===== src/rtl/if_id_stage_if.sv =====
// Instruction-memory bus between the fetch stage and imem.
// Read is combinational: rdata answers addr in the same cycle.
interface if_id_stage_if;
   logic [31:0] imem_addr;
   logic [31:0] imem_rdata;

   modport master (
      output imem_addr,
      input  imem_rdata
   );

   modport slave (
      input  imem_addr,
      output imem_rdata
   );
endinterface


===== src/rtl/if_id_stage.sv =====
// Fetch stage: PC, next-PC select, IF/ID register
// and a saturating count of flushed fetch slots.
module if_id_stage #(
   parameter logic [31:0] PC_RESET = 32'h0000_0000,
   parameter int          CNT_W    = 16
) (
   input  logic               clk,
   input  logic               rst_n,
   input  logic               PCWrite,
   input  logic               IRWrite,
   input  logic               IRFlush,
   input  logic [1:0]         pc_src,
   input  logic [31:0]        branch_target,
   input  logic [31:0]        jump_target,
   input  logic [31:0]        jr_target,
   if_id_stage_if.master      imem,
   output logic [31:0]        if_id_instr,
   output logic [31:0]        if_id_pc4,
   output logic               if_id_valid,
   output logic [CNT_W-1:0]   flush_count
);

   localparam logic [1:0] SEL_SEQ = 2'b00;
   localparam logic [1:0] SEL_BR  = 2'b01;
   localparam logic [1:0] SEL_J   = 2'b10;
   localparam logic [1:0] SEL_JR  = 2'b11;

   logic [31:0] pc;
   logic [31:0] pc4;
   logic [31:0] tgt;
   logic [31:0] next_pc;

   assign imem.imem_addr = pc;
   assign pc4 = pc + 32'd4;

   always_comb begin
      tgt = pc4;
      unique case (pc_src)
         SEL_SEQ: tgt = pc4;
         SEL_BR:  tgt = branch_target;
         SEL_J:   tgt = jump_target;
         SEL_JR:  tgt = jr_target;
      endcase
   end

   // low bits cleared so the PC stays word-aligned
   assign next_pc = {tgt[31:2], 2'b00};

   always_ff @(posedge clk or negedge rst_n) begin
      if (!rst_n) begin
         pc <= PC_RESET;
      end else if (PCWrite) begin
         pc <= next_pc;
      end
   end

   always_ff @(posedge clk or negedge rst_n) begin
      if (!rst_n) begin
         if_id_instr <= 32'h0;
         if_id_pc4   <= 32'h0;
         if_id_valid <= 1'b0;
      end else if (IRFlush) begin
         if_id_instr <= 32'h0;
         if_id_pc4   <= pc4;
         if_id_valid <= 1'b0;
      end else if (IRWrite) begin
         if_id_instr <= imem.imem_rdata;
         if_id_pc4   <= pc4;
         if_id_valid <= 1'b1;
      end
   end

   always_ff @(posedge clk or negedge rst_n) begin
      if (!rst_n) begin
         flush_count <= '0;
      end else if (IRFlush && (flush_count != '1)) begin
         flush_count <= flush_count + CNT_W'(1);
      end
   end

endmodule


===== src/flat_wrapper.sv =====
// flat-port wrapper written by rule: the top's interface ports become plain ports
module if_id_stage_flat 
#(
   parameter logic [31:0] PC_RESET = 32'h0000_0000,
   parameter int          CNT_W    = 16
)
  (clk, rst_n, PCWrite, IRWrite, IRFlush, pc_src, branch_target, jump_target, jr_target, if_id_instr, if_id_pc4, if_id_valid, flush_count, imem_imem_addr, imem_imem_rdata);
  if_id_stage_if imem_i ();
  input  logic clk;
  input  logic rst_n;
  input  logic PCWrite;
  input  logic IRWrite;
  input  logic IRFlush;
  input  logic [1:0] pc_src;
  input  logic [31:0] branch_target;
  input  logic [31:0] jump_target;
  input  logic [31:0] jr_target;
  output logic [31:0] if_id_instr;
  output logic [31:0] if_id_pc4;
  output logic if_id_valid;
  output logic [CNT_W-1:0] flush_count;
  output wire logic [$bits(imem_i.imem_addr)-1:0] imem_imem_addr;
  input wire logic [$bits(imem_i.imem_rdata)-1:0] imem_imem_rdata;
  assign imem_imem_addr = imem_i.imem_addr;
  assign imem_i.imem_rdata = imem_imem_rdata;
  if_id_stage #(.PC_RESET(PC_RESET), .CNT_W(CNT_W)) u_core (.clk(clk), .rst_n(rst_n), .PCWrite(PCWrite), .IRWrite(IRWrite), .IRFlush(IRFlush), .pc_src(pc_src), .branch_target(branch_target), .jump_target(jump_target), .jr_target(jr_target), .imem(imem_i), .if_id_instr(if_id_instr), .if_id_pc4(if_id_pc4), .if_id_valid(if_id_valid), .flush_count(flush_count));
endmodule

===== config.mk =====
export PLATFORM = sky130hd
export DESIGN_NAME = if_id_stage_flat
export DESIGN_NICKNAME = d
export VERILOG_FILES = /design/src/rtl/if_id_stage_if.sv /design/src/rtl/if_id_stage.sv /design/src/flat_wrapper.sv
export SDC_FILE = /design/constraint.sdc
export NUM_CORES = 1
export LEC_CHECK = 0
export BUFFER_PORTS_ARGS = -buffer_cell sky130_fd_sc_hd__clkbuf_2
export CAP_MARGIN = 25
export CORE_MARGIN = 2
export CORE_UTILIZATION = 45
export DETAILED_ROUTE_END_ITERATION = 8
export PLACE_DENSITY_LB_ADDON = 0.2
export REMOVE_ABC_BUFFERS = 1
export SYNTH_ARGS = -nofsm -noshare
export SYNTH_HDL_FRONTEND = slang
export SYNTH_SLANG_ARGS = --single-unit

===== constraint.sdc =====
create_clock -name clk -period 1.99 [get_ports clk]
set_input_delay 0.398 -clock clk [delete_from_list [all_inputs] [get_ports clk]]
set_output_delay 0.398 -clock clk [all_outputs]
set_load 0.005 [all_outputs]

==> results of run 1 <==
## state kept, by name, summed over array words and instances (netlist names)
signal,flops
u_core.if_id_pc4,30
u_core.if_id_valid,1
u_core.imem.imem_addr,30
u_core.flush_count,16
u_core.if_id_instr,32
## synth_stat cells (4+ instances only)
library cell and count:
a211oi_1 7, nor2_1 93, nor3_1 11, mux2i_1 61, o31a_1 5, buf_1 7
and3_1 5, o221ai_1 4, mux2_2 5, clkbuf_1 38, nand2_1 46, o31ai_1 9
mux4_2 5, nand4_1 17, a21oi_1 10, a2bb2oi_1 17, xor2_1 13, or4_1 8
inv_1 5, xnor2_1 13, o21ai_0 29, a22o_1 5, buf_2 10, nor4_1 25
a31oi_1 15, nand3_1 31, and4_1 7, or3_1 10, buf_4 5, dfrtp_1 109
## critical path, stage by stage, from the launching register on
cell and delay (ns):
dfrtp_1 0.37, nand4_1 0.17, or3_4 0.45, buf_4 0.16
clkbuf_16 0.17, o31ai_2 0.34, a31oi_4 0.11
## final timing paths
path | endpoint | depth (start not counted)
max in group asynchronous | u_core.flush_count[0]$_DFFE_PN0P_ | 2
worst min-delay path | u_core.flush_count[15]$_DFFE_PN0P_ | 1
worst min register to register | u_core.if_id_pc4[28]$_DFFE_PN0P_ | 2
worst max-delay path | u_core.if_id_pc4[31]$_DFFE_PN0P_ | 6
worst max register to register | u_core.if_id_pc4[31]$_DFFE_PN0P_ | 6
min in group clk | u_core.if_id_instr[19]$_DFFE_PN0P_ | 3
## power by group through the flow
stage                     logic [mW]  clock network, mW  registers (mW)
after floorplan                0.650                  0            2.92
after CTS                       1.74               1.96            2.81
after global routing            1.93               2.06            2.86
after global placement          1.69                  0            2.83
final                           1.75               1.93            2.81
after detailed placement        1.74                  0            2.85
## metal layers
| layer | track usage, % | up-vias | share of wire [%] |
|---|---|---|---|
| li1 | - | 2932 | - |
| met1 | 31.0 | 2926 | 42 |
| met2 | 42.6 | 267 | 49 |
| met3 | 5.01 | 21 | 7.3 |
| met4 | 6.11 | 0 | 1.2 |
| met5 | 0 | - | 0 |
## final cells by class
type                            instances  area share [%]
Clock buffer                           10            2.86
Clock inverter                          5           0.900
Inverter                                5           0.225
Multi-Input combinational cell        490            39.3
Timing Repair Buffer                  301            21.3
Sequential cell                       109            32.7
Tap cell                              180            2.70
## kinds of logic (layout without fill, tap and decap cells)
| group | count (synthesis) | count (layout) |
|---|---|---|
| and+or+nand+nor | 267 | 267 |
| AOI/OAI and AO/OA | 120 | 120 |
| DFF | 109 | 109 |
| muxes | 71 | 71 |
| buffers and inverters | 68 | 321 |
| xor gates and xnor gates | 26 | 26 |
| adders and majority gates | 2 | 2 |
| other | 1 | 4 |
## through the flow
step | worst slack [ns] | total power [mW] | cells
after floorplan | -0.152 | 3.57 | 604
after global placement | 0.0970 | 4.52 | 1081
after detailed placement | 0.0501 | 4.59 | 1081
after CTS | 0.0314 | 6.51 | 1096
after global routing | 0.00310 | 6.86 | 1100
final | 0.0838 | 6.49 | 1100
## what timing repair did
item                                    4_1_cts  5_1_grt
buffers inserted                              0        3
endpoints found under the setup margin        0        5
resized for setup                             0        8
hold buffers                                  0        0
==> reports/qor.yml, run 1 <==
cts:
  clkSinkCount: 109
  cts_root_buffer: "clkbuf_16"
  cts_tree: "built"
  htree_num_levels: 3
  clock_latency_ns: 0.34
  clk_pin_slew_ns: 0.08
  numCtsBuffers: 9
  clockBufferDepth: 2
grt:
  antenna_found_initial: 0
  grt_first_pass_wirelength_um: 29000
  grt_pass1_vias: 5976
  grt_usage_pct: 24.4
  grt_max_degree: 45
  overflow: 0
place:
  gp_congestion: 0.870
  dpl_cell_area_um2: 7940
  dp_hpwl_um: 13800
  io_buffers: 237
sta:
  tightest_slew_ns: 0.548
  post-route-period-util_pct: 95.8
  finClkSkew_ns: 0.0114
  setup_viol: 0
  final.min_clock_period_ns: 1.91
  finalSetupTns_ns: 0
  max_freq_ghz: 0.525
  hold_ws_ns: 0.00407
  max_slew_margin_pct: 62.5
  maxSlewViolCount: 0
  hold_viol_final: 0
  rsz0062_at_grt: "no"
synthesis:
  synth_edf_count: 0
  synthAdderAreaFrac_pct: 0.401
  synth_cell_types: 52
  synth_area_leaders: "dfrtp_1, mux2i_1, nor2_1"
  netlist_instances: 664
  synth_seq_cells: 109
  synth-compound-area-share_pct: 13.5
  ys.flop_type: "dfrtp_1"
  ys_seq_area_share_pct: 43.7
  synthArstFlopShare_pct: 100
  yosysTopAreaCell: "dfrtp_1"
  yosys.area.top_type_share_pct: 43.7
  synth-simple-area-share_pct: 21.5
  syn_area_per_cell_um2: 9.41
  yosysWarnings: 0
  synth_top_family_by_area: "simple AND/OR/NAND/NOR gates"
  synth_xor_area_share_pct: 3.65
  syn-cell-area_um2: 6250
  muxShareOfSynthArea_pct: 12.5
route:
  drc: 0
  first_pass_iters: 5
  drtIter0Drc: 399
  vias_per_cell: 5.59
  drtAntennaViolNets: 0
  wl_per_cell_um: 16.6
  wl_um: 18300
  vias: 6146
layout:
  fin_util_pct: 60.8
  drive_above_1_share_pct: 37.2
  multi_input_area_um2: 3280
  syn_to_final_growth_pct: 33.6
  layout_commonest_cell: "clkbuf_2"
  seq_area_um2: 2730
  fill_cells: 1193
  n_antenna_cell: 0
  finish.instance_area_um2: 8340
  final_nets: 1053
  final_cell_mix: "clkbuf_2, dfrtp_1, nor2_1"
worst_setup_path:
  reg2reg_slack_ns: 0.08
  cp-startpoint: "u_core.imem.imem_addr[16]$_DFFE_PN0P_"
  cp.arrival_ns: 2.13
  crit_type: "reg -> reg"
  start_kind: "flip-flop"
  reg2reg_from: "u_core.imem.imem_addr[16]$_DFFE_PN0P_"
  worstPathMaxFanout: 14
  cp-end-kind: "flip-flop"
  worstPathRequired_ns: 2.21
pwr:
  leakage_nw: 4.03
  irDropWorstVdd_uv: 408
  p_clk_share_pct: 29.7
  power.internal_mw: 4.50
  swShare_pct: 30.7
  power_density_nw_per_um2: 777
  p_switching_mw: 1.99
  combinationalPowerShare_pct: 26.9
  seq_power_share_pct: 43.4
floorplanning:
  core_area_um2: 13700
  die_w_um: 122
  die-area_um2: 14800
  die_h_um: 122
  ios: 248
  initial_utilization_pct: 45.5
  num_rows: 43
flow_run:
  maxCapViolCount: 0
run_status:
  status: "completed"
min_path:
  holdCritPathClass: "in -> async"
(Power assumes the default switching activity.)
==> run 2, diff against run 1 <==
- RECOVER_POWER: default -> 50
- REMOVE_ABC_BUFFERS: 1 -> default
==> reports/qor.yml, run 2 (synthesis gave the netlist of run 1 again) <==
run_status:
  status: "completed"
worst_setup_path:
  worstPathMaxFanout: 29  # +15
  start_kind: "flip-flop"
  crit_type: "reg -> reg"
  worstPathRequired_ns: 2.26  # +0.05 ns
  cp_num_buf_inv: 1  # -1
  r2r-end: "u_core.if_id_pc4[31]$_DFFE_PN0P_"
  cp-end-kind: "flip-flop"
  slowest_stage: "or4_1"
  cp.arrival_ns: 2.20  # +0.07 ns
  r2r_cells: 5  # -1
  reg2reg_slack_ns: 0.07  # -0.02 ns
  cp_slowest_stage_delay_ns: 0.50  # +0.05 ns
  path_cells: "nand4_1, or3_4, buf_12, or4_1, a31oi_1"
  reg2reg_from: "u_core.imem.imem_addr[17]$_DFFE_PN0P_"
  cpLargestDelayFamily: "simple AND/OR/NAND/NOR gates"
cts:
  clock_latency_ns: 0.35  # about the same
  hold_buffers: 0  # unchanged
  clockBufferDepth: 2  # unchanged
  htree_num_levels: 3  # unchanged
  numCtsBuffers: 9  # unchanged
  cts_root_buffer: "clkbuf_16"
  clkSinkCount: 109  # unchanged
  clk_pin_slew_ns: 0.08  # about the same
  cts_tree: "built"
grt:
  grt_pass1_vias: 5687  # -4.8%
  gr-usage-met1_pct: 33.8  # +2.8 points
  antenna_found_initial: 0  # unchanged
  grt_first_pass_wirelength_um: 28900  # -0.36%
  overflow: 0  # unchanged
  grt_max_degree: 110  # +140%
  grt_usage_pct: 24.6  # +0.17 points
  busiest_layer: "met2"
  met2_usage_pct: 40.7  # -1.9 points
  met3_usage_pct: 4.12  # -0.89 points
layout:
  top_register: "u_core.if_id_instr"
  largest_reg_flops: 32  # unchanged
  drive_above_1_share_pct: 36.3  # -0.88 points
  layout_commonest_cell: "clkbuf_2"
  final_cell_mix: "clkbuf_2, dfrtp_1, nor2_1"
  syn_to_final_growth_pct: 32.1
  fill_cells: 1189  # -0.34%
  final_nets: 1055  # +0.19%
  n_antenna_cell: 0  # unchanged
route:
  vias: 6128  # -0.29%
  drc: 0  # unchanged
  vias_per_cell: 5.56  # -0.56%
  wl_um: 18800  # +2.7%
  drtIter0Drc: 410  # +2.8%
  first_pass_iters: 5  # unchanged
  drtAntennaViolNets: 0  # unchanged
  wl_per_cell_um: 17.0  # +2.5%
sta:
  maxSlewViolCount: 0  # unchanged
  finClkSkew_ns: 0.00987  # -0.00155 ns
  post-route-period-util_pct: 96.7  # +0.89 points
  tightest_slew_ns: 1.50  # +0.948 ns
  max_freq_ghz: 0.520  # -0.92%
  hold_viol_final: 0  # unchanged
  finalSetupTns_ns: 0  # unchanged
  setup_viol: 0  # unchanged
  max_slew_margin_pct: 0.273  # -62 points
  final.min_clock_period_ns: 1.92  # +0.0177 ns
  hold_ws_ns: 0.299  # +0.295 ns
min_path:
  hold_end: "u_core.if_id_instr[23]$_DFFE_PN0P_"
  whs_path_depth: 3
  holdCritPathClass: "in -> reg"
  hold_start: "imem_imem_rdata[23]"
pwr:
  p_clk_share_pct: 28.8  # -0.9 points
  power_density_nw_per_um2: 785  # +0.95%
  swShare_pct: 32.0  # +1.3 points
  p_switching_mw: 2.07  # +4.0%
  leakage_nw: 3.98  # -1.3%
  seq_power_share_pct: 43.5  # about the same
  power.internal_mw: 4.41  # -2.0%
  irDropWorstVdd_uv: 405  # -0.71%
  combinationalPowerShare_pct: 27.7  # +0.8 points
place:
  io_buffers: 237  # unchanged
  dp_hpwl_um: 14500  # +5.0%
  gp_congestion: 0.912  # +4.8%
floorplanning:
  ios: 248  # unchanged
  initial_utilization_pct: 45.5  # unchanged
  die_w_um: 122  # unchanged
  core_area_um2: 13700  # unchanged
  die_h_um: 122  # unchanged
  die-area_um2: 14800  # unchanged
  num_rows: 43  # unchanged
flow_run:
  maxCapViolCount: 0  # unchanged
## run 2: cell types whose count changed in the layout (fill, tap and decap cells not counted), sizes merged
cell,before,now
bufinv,2,1
inv,5,7
clkbuf,247,251
buf,64,63
clkinv,3,2
## run 2: worst max-delay path by stage
stage                                       endpoint  cells after the start                                   from  slack [ns]
CTS                 u_core.if_id_pc4[30]$_DFFE_PN0P_                      4   u_core.imem.imem_addr[9]$_DFFE_PN0P_       0.001
detailed placement  u_core.if_id_pc4[30]$_DFFE_PN0P_                      4   u_core.imem.imem_addr[9]$_DFFE_PN0P_      -0.009
global route        u_core.if_id_pc4[31]$_DFFE_PN0P_                      5  u_core.imem.imem_addr[17]$_DFFE_PN0P_      -0.003
finish              u_core.if_id_pc4[31]$_DFFE_PN0P_                      5  u_core.imem.imem_addr[17]$_DFFE_PN0P_        0.07
floorplan           u_core.if_id_pc4[28]$_DFFE_PN0P_                      6   u_core.imem.imem_addr[5]$_DFFE_PN0P_       0.005
global placement    u_core.if_id_pc4[30]$_DFFE_PN0P_                      4  u_core.imem.imem_addr[10]$_DFFE_PN0P_        0.04
## run 2: per-layer routing
metal / up-vias / wire, um
met5: - / 0
met2: 259 / 8970
li1: 2938 / -
met1: 2914 / 8280
met3: 17 / 1260
met4: 0 / 249
## run 2: what timing repair did
action                     CTS  global route
buffers inserted             0             1
setup endpoints to repair    0            12
resized for setup            0             6
## run 2: final cells by class
cell class              count  area, um^2  area share, %
clock buffers              11         243           2.94
repair buffers            303        1700           20.6
flip-flops and latches    109        2730           33.1
well taps                 180         225           2.73
inverters                   5        18.8          0.227
clock inverters             5        65.1          0.789
multi-input cells         490        3270           39.7
## run 2: power by group through the flow
stage,Sequential [mW],Clock (mW),Combinational [mW]
finish,2.81,1.87,1.79
global route,2.86,2.00,1.97
floorplan,2.87,0,0.819
global placement,2.84,0,1.76
CTS,2.81,1.91,1.80
detailed placement,2.86,0,1.79
## run 2: tightest hold or removal path, stage by stage
cell      delay [ns]
clkbuf_2        0.08
mux2i_1         0.06
nor2_1          0.07
## run 2: metrics by stage
stage          cells  area [um^2]  setup slack [ns]  utilization (%)  power (mW)
3_5_place_dp    1086         7930          -0.00925             57.8        4.65
6_report        1103         8250            0.0661             60.1        6.47
4_1_cts         1102         8240           0.00140             60.1        6.52
2_1_floorplan    667         6280           0.00472                -        3.69
5_1_grt         1103         8250          -0.00315             60.1        6.83
3_3_place_gp    1086         7930            0.0444             57.8        4.59
==> run 3, diff against run 2 <==
- SETUP_SLACK_MARGIN: default -> 0.5
==> reports/qor.yml, run 3 (synthesis gave the netlist of run 1 again) <==
run_status:
  status: "completed"
grt:
  grt_max_degree: 43  # -61%
  grt_first_pass_wirelength_um: 32700  # +13%
  grt_pass1_vias: 6413  # +13%
  grt_usage_pct: 28.2  # +3.6 points
  overflow: 0  # unchanged
  antenna_found_initial: 0  # unchanged
layout:
  seq_area_um2: 2740  # +0.55%
  n_antenna_cell: 0  # unchanged
  drive_above_1_share_pct: 50.5  # +14 points
  final_cell_mix: "clkbuf_2, buf_4, dfrtp_1"
  syn_to_final_growth_pct: 55.9
  layout_commonest_cell: "clkbuf_2"
  fin_util_pct: 71.0  # +11 points
  largest_reg_flops: 32  # unchanged
  top_register: "u_core.if_id_instr"
  fill_cells: 967  # -19%
  multi_input_area_um2: 4070  # +24%
  final_nets: 1133  # +7.4%
cts:
  cts_root_buffer: "clkbuf_16"
  htree_num_levels: 3  # unchanged
  cts_tree: "built"
  clock_latency_ns: 0.35  # about the same
  clockBufferDepth: 2  # unchanged
  numCtsBuffers: 9  # unchanged
  clk_pin_slew_ns: 0.07  # about the same
  clkSinkCount: 109  # unchanged
place:
  io_buffers: 237  # unchanged
  gp_congestion: 0.910  # -0.21%
  dp_hpwl_um: 14600  # +0.91%
  post-place-ws_ns: 0.0881  # +0.0974 ns
sta:
  finClkSkew_ns: 0.0123  # +0.00238 ns
  tightest_slew_ns: 1.03  # -0.465 ns
  worst_slack_ns: 0.0307  # -0.0355 ns
  rsz0062_at_grt: "yes"
  setup_viol: 0  # unchanged
  maxSlewViolCount: 0  # unchanged
  max_slew_margin_pct: 31.3  # +31 points
  final.min_clock_period_ns: 1.96  # +0.0355 ns
  hold_ws_ns: 0.298  # -0.00134 ns
  max_freq_ghz: 0.510  # -1.8%
  hold_viol_final: 0  # unchanged
  post-route-period-util_pct: 98.5  # +1.8 points
pwr:
  irDropWorstVdd_uv: 448  # +10%
  leakage_nw: 4.65  # +17%
  total_power_mw: 7.37  # +14%
  power_density_nw_per_um2: 756  # -3.6%
worst_setup_path:
  worstPathRequired_ns: 2.26  # about the same
  start_kind: "flip-flop"
  cp.arrival_ns: 2.22  # +0.02 ns
  crit_type: "reg -> reg"
  cp-end-kind: "flip-flop"
  worstPathMaxFanout: 8  # -72%
flow_run:
  maxCapViolCount: 0  # unchanged
route:
  drtAntennaViolNets: 0  # unchanged
  wl_um: 23800  # +27%
  vias_per_cell: 5.98  # +7.7%
  wl_per_cell_um: 20.1  # +18%
  first_pass_iters: 6  # +1
  vias: 7064  # +15%
  drtIter0Drc: 753  # +84%
  drc: 0  # unchanged
floorplanning:
  ios: 248  # unchanged
  core_area_um2: 13700  # unchanged
  die_h_um: 122  # unchanged
  num_rows: 43  # unchanged
  initial_utilization_pct: 45.5  # unchanged
  die_w_um: 122  # unchanged
  die-area_um2: 14800  # unchanged
min_path:
  holdCritPathClass: "in -> reg"
## run 3: cell count changes in the layout (fill, tap and decap cells not counted), sizes merged, moves of 2 or more
cell    delta
clkinv     -2
inv        -2
clkbuf     +3
or3        +3
buf       +71
## run 3: timing repair
action                                  4_1_cts  5_1_grt
gates resized for setup                      81       95
endpoints found under the setup margin       62       75
hold endpoints to repair                     17        0
hold buffers                                  1        0
pin swaps                                    45       57
buffers inserted                             42       33
gates cloned                                  4        1
## run 3: per-layer routing
| metal | vias up | part of all wire (%) | GRT usage (%) |
|---|---|---|---|
| met3 | 104 | 9.8 | 5.85 |
| met5 | - | 0 | 0 |
| met4 | 0 | 3.9 | 9.34 |
| li1 | 3120 | - | - |
| met1 | 3306 | 38 | 36.0 |
| met2 | 534 | 48 | 47.7 |
## run 3: through the flow
stage	TNS (ns)	cell area [um^2]	cells
2_1_floorplan	0	6540	667
3_5_place_dp	0	8020	1084
4_1_cts	0	9060	1147
3_3_place_gp	0	8020	1084
6_report	0	9740	1181
5_1_grt	-0.0190	9740	1181
## run 3: where the power goes
| part | internal (mW) | switching [mW] | leakage, nW |
|---|---|---|---|
| clock | 1.17 | 0.796 | 0.156 |
| sequential | 2.54 | 0.302 | 1.32 |
| combinational | 1.24 | 1.32 | 3.17 |
## run 3: worst max-delay path, stage by stage (launching register included)
cell     delay, ns
dfrtp_1       0.43
ha_4          0.19
buf_6         0.11
nand2_4       0.05
or4_4         0.57
or3_1         0.35
a31oi_1       0.17
## run 3: area by class of cell
| cell class | instances | area share [%] |
|---|---|---|
| clock inverter | 3 | 0.694 |
| clock buffer | 13 | 2.67 |
| multi-input combinational | 495 | 41.8 |
| inverter | 5 | 0.193 |
| sequential | 109 | 28.2 |
| tap | 180 | 2.31 |
| timing repair buffer | 376 | 24.2 |
## run 3: worst paths after layout
check / cells after the start / slack (ns) / endpoint / from
max in group asynchronous: 3 / 0.39 / u_core.imem.imem_addr[6]$_DFFE_PN0P_ / rst_n
hold / removal: 3 / 0.30 / u_core.if_id_instr[4]$_DFFE_PN0P_ / imem_imem_rdata[4]
hold reg to reg: 2 / 0.48 / u_core.if_id_pc4[4]$_DFFE_PN0P_ / u_core.if_id_pc4[4]$_DFFE_PN0P_
setup reg to reg: 6 / 0.03 / u_core.if_id_pc4[18]$_DFFE_PN0P_ / u_core.imem.imem_addr[3]$_DFFE_PN0P_
setup / recovery: 6 / 0.03 / u_core.if_id_pc4[18]$_DFFE_PN0P_ / u_core.imem.imem_addr[3]$_DFFE_PN0P_
min in group asynchronous: 2 / 0.49 / u_core.imem.imem_addr[31]$_DFFE_PN0P_ / rst_n
